`config.mk`:
```
export PLATFORM = sky130hd
export DESIGN_NAME = rom_burst_reader
export DESIGN_NICKNAME = d
export VERILOG_FILES = /design/src/rtl/rom_burst_reader_pkg.sv /design/src/rtl/rom_burst_reader.sv
export SDC_FILE = /design/constraint.sdc
export NUM_CORES = 1
export LEC_CHECK = 0
export BUFFER_PORTS_ARGS = -buffer_cell sky130_fd_sc_hd__buf_2
export CAP_MARGIN = 20
export CORE_UTILIZATION = 40
export DETAILED_ROUTE_END_ITERATION = 10
export PLACE_DENSITY_LB_ADDON = 0.05
export SLEW_MARGIN = 10
export SYNTH_ARGS = -nofsm -noshare
export SYNTH_HDL_FRONTEND = slang
export SYNTH_SLANG_ARGS = --single-unit
```
`constraint.sdc`:
```
create_clock -name clk -period 3.4 [get_ports clk]
set_input_delay 0.17 -clock clk [delete_from_list [all_inputs] [get_ports clk]]
set_output_delay 0.17 -clock clk [all_outputs]
set_load 0.01 [all_outputs]
```
`src/rtl/rom_burst_reader_pkg.sv`:
```
// Shared ROM geometry and the burst-reader state encoding, used by the
// reader, the ROM and their benches.
package rom_burst_reader_pkg;

  localparam int ADDR_W = 2;
  localparam int DATA_W = 8;
  localparam int DEPTH  = 1 << ADDR_W;

  typedef enum logic [1:0] {
    ST_IDLE  = 2'd0,
    ST_FETCH = 2'd1,
    ST_HOLD  = 2'd2,
    ST_DONE  = 2'd3
  } state_e;

endpackage

```
`src/rtl/rom_burst_reader.sv`:
```
// Clocked burst sequencer in front of a combinational ROM: fetches count words
// from start_addr (wrapping), hands each one downstream and keeps a checksum.
module rom_burst_reader
  import rom_burst_reader_pkg::*;
(
  input  logic              clk,
  input  logic              rst_n,
  input  logic              start,
  input  logic [ADDR_W-1:0] start_addr,
  input  logic [ADDR_W:0]   count,
  input  logic              abort,
  output logic [ADDR_W-1:0] rom_address,
  output logic              rom_sel,
  input  logic [DATA_W-1:0] rom_data,
  output logic [DATA_W-1:0] out_data,
  output logic              out_valid,
  input  logic              out_ready,
  output logic              busy,
  output logic              done,
  output logic [DATA_W-1:0] checksum
);

  // Handshake: a word moves downstream on a rising edge where out_valid and
  // out_ready are both 1 and abort is 0; out_data is stable while out_valid=1.

  state_e              state_q, state_d;
  logic [ADDR_W-1:0]   addr_q, addr_d;
  logic [ADDR_W:0]     rem_q, rem_d;
  logic [ADDR_W-1:0]   rom_address_q, rom_address_d;
  logic                rom_sel_q, rom_sel_d;
  logic [DATA_W-1:0]   out_data_q, out_data_d;
  logic                out_valid_q, out_valid_d;
  logic                busy_q, busy_d;
  logic                done_q, done_d;
  logic [DATA_W-1:0]   checksum_q, checksum_d;

  always_ff @(posedge clk or negedge rst_n) begin
    if (!rst_n) begin
      state_q       <= ST_IDLE;
      addr_q        <= '0;
      rem_q         <= '0;
      rom_address_q <= '0;
      rom_sel_q     <= 1'b0;
      out_data_q    <= '0;
      out_valid_q   <= 1'b0;
      busy_q        <= 1'b0;
      done_q        <= 1'b0;
      checksum_q    <= '0;
    end else begin
      state_q       <= state_d;
      addr_q        <= addr_d;
      rem_q         <= rem_d;
      rom_address_q <= rom_address_d;
      rom_sel_q     <= rom_sel_d;
      out_data_q    <= out_data_d;
      out_valid_q   <= out_valid_d;
      busy_q        <= busy_d;
      done_q        <= done_d;
      checksum_q    <= checksum_d;
    end
  end

  // Outputs are registered, so each branch sets them for the state being entered.
  always_comb begin
    state_d       = state_q;
    addr_d        = addr_q;
    rem_d         = rem_q;
    rom_address_d = rom_address_q;
    rom_sel_d     = 1'b0;
    out_data_d    = out_data_q;
    out_valid_d   = out_valid_q;
    busy_d        = busy_q;
    done_d        = 1'b0;
    checksum_d    = checksum_q;

    case (state_q)
      ST_IDLE: begin
        if (start) begin
          checksum_d = '0;
          if (count != '0) begin
            addr_d        = start_addr;
            rem_d         = count;
            rom_address_d = start_addr;
            rom_sel_d     = 1'b1;
            busy_d        = 1'b1;
            state_d       = ST_FETCH;
          end else begin
            done_d  = 1'b1;
            state_d = ST_DONE;
          end
        end
      end
      ST_FETCH: begin
        if (abort) begin
          out_valid_d = 1'b0;
          busy_d      = 1'b0;
          state_d     = ST_IDLE;
        end else begin
          out_data_d  = rom_data;
          out_valid_d = 1'b1;
          checksum_d  = checksum_q + rom_data;
          rem_d       = rem_q - (ADDR_W+1)'(1);
          state_d     = ST_HOLD;
        end
      end
      ST_HOLD: begin
        if (abort) begin
          out_valid_d = 1'b0;
          busy_d      = 1'b0;
          state_d     = ST_IDLE;
        end else if (out_ready) begin
          out_valid_d = 1'b0;
          if (rem_q == '0) begin
            busy_d  = 1'b0;
            done_d  = 1'b1;
            state_d = ST_DONE;
          end else begin
            // Address wraps naturally at DEPTH because it is ADDR_W bits wide.
            addr_d        = addr_q + ADDR_W'(1);
            rom_address_d = addr_q + ADDR_W'(1);
            rom_sel_d     = 1'b1;
            state_d       = ST_FETCH;
          end
        end
      end
      ST_DONE: begin
        state_d = ST_IDLE;
      end
      default: begin
        state_d = ST_IDLE;
      end
    endcase
  end

  assign rom_address = rom_address_q;
  assign rom_sel     = rom_sel_q;
  assign out_data    = out_data_q;
  assign out_valid   = out_valid_q;
  assign busy        = busy_q;
  assign done        = done_q;
  assign checksum    = checksum_q;

endmodule
```
* Yosys cells after proc, flatten, opt, wreduce, memory -nomap -nowiden
Index checks and enable logic that the tools add are counted.
** Cells by class
- Add/subtract/negate cells :: 3
- Equal/unequal tests :: 12
- Muxes and demuxes :: 43
- Bitwise gates (word level) :: 1
- Reductions and logical operators :: 14
** Operator list (number)
- $mux 2 :: 11
- $mux 1 :: 19
- $mux 8 :: 2
- $pmux 8 s2 :: 1
- $ne 2x2->1 const B :: 7
- $reduce_and 6->1 :: 2
- $mux 3 :: 3
- $add 8x8->8 :: 1
- $pmux 2 s4 :: 1
- $ne 3x3->1 const B :: 2
- $pmux 1 s2 :: 3
- $pmux 3 s2 :: 1
- $reduce_and 2->1 :: 3
- $reduce_bool 2->1 :: 3
- $reduce_bool 3->1 :: 2
- $eq 2x2->1 const B :: 2
- $pmux 2 s2 :: 1
- $reduce_and 4->1 :: 1
- $logic_not 3->1 :: 1
- $pmux 1 s3 :: 1
- $reduce_and 3->1 :: 1
- $sub 3x1->3 const B :: 1
- $add 2x1->2 const B :: 1
- $eq 2x1->1 const B :: 1
- other kinds (2) :: 2
** Word-level totals
- Flip-flop bits (word level) :: 27
- Input bits :: 18
- Output and inout bits :: 22

* Longest topological paths before layout
- Depth in word-level cells :: 5
- Depth in mapped cells :: 8
- Gate-level depth less buffers :: 7

* Worst setup path after synthesis
Ideal clock, no wire load.
- Path type :: reg2reg
- Start point :: register checksum_q[0], in the netlist checksum[0]
- End point :: register checksum_q[6], in the netlist checksum[6]
- Setup time :: 0.121 ns
- Arrival time :: 1.691 ns
- Required time :: 3.279 ns
- Slack :: 1.588 ns
- Stages on the path, launching flop included :: 8
- Cell sequence :: dfrtp_1 ha_1 fa_1 a21oi_1 o21ai_0 a21oi_1 xnor2_1 a22o_1
** On the way
- Longest elaborated chain between the ends :: 3
** RTL lines
- start: declaration :: RTL line rom_burst_reader.sv:35 : logic [DATA_W-1:0] checksum_q, checksum_d;
- start signal: assignment :: RTL line rom_burst_reader.sv:59 : checksum_q <= checksum_d;
- $add 8x8->8 :: RTL line rom_burst_reader.sv:101 : checksum_d = checksum_q + rom_data;
- $mux 8 :: RTL line rom_burst_reader.sv:94 : if (abort) begin
- $pmux 8 s2 :: RTL line rom_burst_reader.sv:76 : case (state_q)
No other way between the ends. The select of a mux whose other input is x is not followed.
A chain may end at the register's enable or synchronous reset.

* Worst setup path in the final report
- Start point :: register state_q[1]
- End point :: register rem_q[2]
** On the way
- Longest elaborated chain between the ends :: 3
** RTL lines
- start: declaration :: RTL line rom_burst_reader.sv:26 : state_e state_q, state_d;
- start signal: assignment :: RTL line rom_burst_reader.sv:50 : state_q <= state_d;
- $eq 2x1->1 / $logic_not 2->1 (equally long branches) :: RTL line rom_burst_reader.sv:76
- $ne 2x2->1 (no line) / $reduce_bool 2->1 (equally long branches)
- $reduce_and 4->1 (no line)
- end signal: assignment :: RTL line rom_burst_reader.sv:52 : rem_q <= rem_d;
- end: declaration :: RTL line rom_burst_reader.sv:28 : logic [ADDR_W:0] rem_q, rem_d;
Several ways; a longest one is shown, not always the timed one.

==> metrics.md <==
| Metric | Value |
|---|---|
| CP Cell Sequence | `inv_1 -> ha_1 -> nor2b_1 -> buf_4 -> o21ai_2 -> nand2b_1 -> nor3_1 -> a221oi_1` |
| Final #Nets | `230` |
| WS Path Type | `reg -> reg` |
| First-pass GRT wire length | `5710 um` |
| WL per Instance | `13.5 um` |
| Final period utilization | `66.6%` |
| Synth unique cells | `47` |
| Clk_skew | `0.00192 ns` |
| Tightest Hold Check Type | `in -> reg` |
| Dpl hpwl | `2630 um` |
| Bufs on Longest Clock Path | `2` |
| Pre-Repair DR Iteration Count | `4` |
| Post-synth top flop | `dfrtp_1` |
| Relative slew margins | `58.4%` |
| Clock latency on the worst-skew pair | `0.27 ns` |
| CP Capture Type | `register` |
| Mapped Nets | `188` |
| Share of cells above drive strength 1 | `29.4%` |
| Layout fillers | `359` |
| Synth warnings | `0` |
| Io pins | `40` |
| R2R depth | `8` |
| Clk sinks | `27` |
| Crit path launch | `state_q[1]` |
| Initial antenna violation count | `0` |
| Max_cap viols | `0` |
| Reg area | `676 sq um` |
| WP data required | `3.57 ns` |
| Worst-path clk slew | `0.09 ns` |
| Fin. Hold Viols | `0` |
| Synthesized area | `0.00158 sq mm` |
| Via count | `1252` |
| Max incr delay on CP | `0.42 ns` |
| Area grow syn2layout | `19.0%` |
| I/O Buffers | `39` |
| CP arrival | `2.44 ns` |
| Antenna viol nets, final | `0` |
| Flop2flop setup slack | `1.14 ns` |
| Placer Congestion | `0.825` |
| VDD IR max | `0.295 mV` |
| DR iter-0 viols | `34` |
| # Post-CTS Setup Buffers | `0` |
| Commonest non-fill, non-tap cell in the layout | `buf_2` |
| Placed cell area | `0.00182 sq mm` |
| Die W | `64.8 um` |
| Synthesized flop and latch total | `27` |
| HP Start | `abort` |
| H-tree Lvls | `1` |
| Vias in the first global route | `1268` |
| Async SR Flop Fraction | `100%` |
| Outcome | `completed` |
| Least-Margin Pin Slew | `0.623 ns` |
| Type of origin of the critical path | `register` |
| Routed wire length | `3310 um` |
| Critical Path Fanout Max | `13` |
| # rows | `22` |
| Final Setup Violations | `0` |
| Worst r2r src | `state_q[1]` |
| PostCTS Resize Cnt | `0` |
| Clock Root Buffer | `clkbuf_8` |
| Initial Util | `42.4%` |
| Fmax | `0.442 GHz` |
| Die H | `64.8 um` |
| Slew Limit Fails | `0` |
| CTS tree | `yes` |
| Sequential area share after synthesis | `42.9%` |
| Gr usage total | `17.8%` |
| Leak pwr | `0.000937 uW` |
| Cts bufs inserted | `3` |
| N_diodes | `0` |
| Min Clock Period, post-route | `2.26 ns` |
| # DRC | `0` |
| RSZ-0062 raised after global routing | `no` |
| Critical Path Sink | `rem_q[2]` |
| RR Endpoint | `rem_q[2]` |
| Multi-input combinational cell area | `836 sq um` |
| Mapped Cells | `156` |
| Final setup TNS | `0 ns` |
| Power density cells | `857 mW/mm^2` |
| Crit-path slowest cell | `o21ai_2` |
| Vias/cell | `5.11` |
| Die area | `0.00420 sq mm` |
| Pin count of the biggest net entering global routing | `28` |
| Final instance area | `0.00188 sq mm` |
| EDFF count, synth | `0` |
| Core area | `0.00372 sq mm` |
| Total congestion overflow | `0` |
| Highest-count cells in the layout ignoring fill and taps | `39 x buf_2, 27 x dfrtp_1, 19 x nand2_1` |
| Hold buffer count at cts | `1` |
| Avg Inst Size Synth | `10.1 sq um` |
through the flow:
step	worst slack [ns]	utilization (%)	hold WS [ns]	std cells	total power, uW
floorplan	1.59	-	-0.126	156	1180
global placement	1.22	49.0	0.212	240	1410
detailed placement	1.14	49.0	0.230	240	1440
CTS	1.11	50.5	0.117	245	1640
global route	0.970	50.5	0.140	245	1770
finish	1.14	50.5	0.130	245	1610
sequential cells by signal, summed over array words and instances (netlist names):
| signal | flops |
|---|---|
| out_data | 8 |
| out_valid | 1 |
| rem_q | 3 |
| done | 1 |
| rom_address | 2 |
| rom_sel | 1 |
| checksum | 8 |
| busy | 1 |
| state_q | 2 |
worst min-delay path by stage:
stage	to	slack, ns	cells after the start
6_report	out_valid	0.13	2
3_3_place_gp	out_data[1]	0.21	1
4_1_cts	out_valid	0.12	2
2_1_floorplan	busy	-0.13	0
3_5_place_dp	out_data[1]	0.23	1
5_1_grt	out_valid	0.14	2
Yosys cell counts (3+ instances only):
master,number,area share [%]
dfrtp_1,27,43
nor2b_1,3,1.2
inv_1,12,2.9
xor2_1,3,1.7
nor3_1,3,0.95
mux2_2,8,5.7
nand2b_1,3,1.2
ha_1,13,10
a22o_1,4,2.2
nand2_1,19,4.5
a21oi_1,8,2.5
o21ai_0,12,3.8
area by class of cell:
| class | count | share of cell area [%] |
|---|---|---|
| clock buffers | 3 | 2.20 |
| clock inverters | 1 | 0.267 |
| inverters | 12 | 2.40 |
| multi-input cells | 113 | 44.6 |
| flip-flops and latches | 27 | 36.0 |
| well taps | 48 | 3.20 |
| repair buffers | 41 | 11.3 |
cells by family after synthesis:
kind of cell / synth area share, %
compound gates: 19.2
buf+inv: 4.13
simple gates: 13.1
fa+ha+maj: 11.6
xor+xnor: 2.78
mux: 6.35
flops: 42.9
layer usage:
metal / share of wire (%) / GRT usage (%) / vias to the layer above
met3: 3.3 / 2.82 / 4
met2: 50 / 30.9 / 25
li1: - / - / 633
met1: 46 / 21.4 / 590
met4: 1.3 / 8.06 / 0
met5: 0 / 0 / -
worst max-delay path, delay by kind of cell, from the launching register on:
kind	cells	cell delay, ns
adder cells (fa/ha/maj)	1	0.33
flip-flops	1	0.40
AO/OA/AOI/OAI	2	0.64
buffers and inverters	2	0.26
AND/OR/NAND/NOR	3	0.53
power breakdown:
group / internal [uW] / switching (uW) / total, uW
logic: 394 / 469 / 863
registers: 464 / 95.9 / 560
clock network: 82.2 / 102 / 185
No activity file was read; power rests on OpenSTA's default activity.
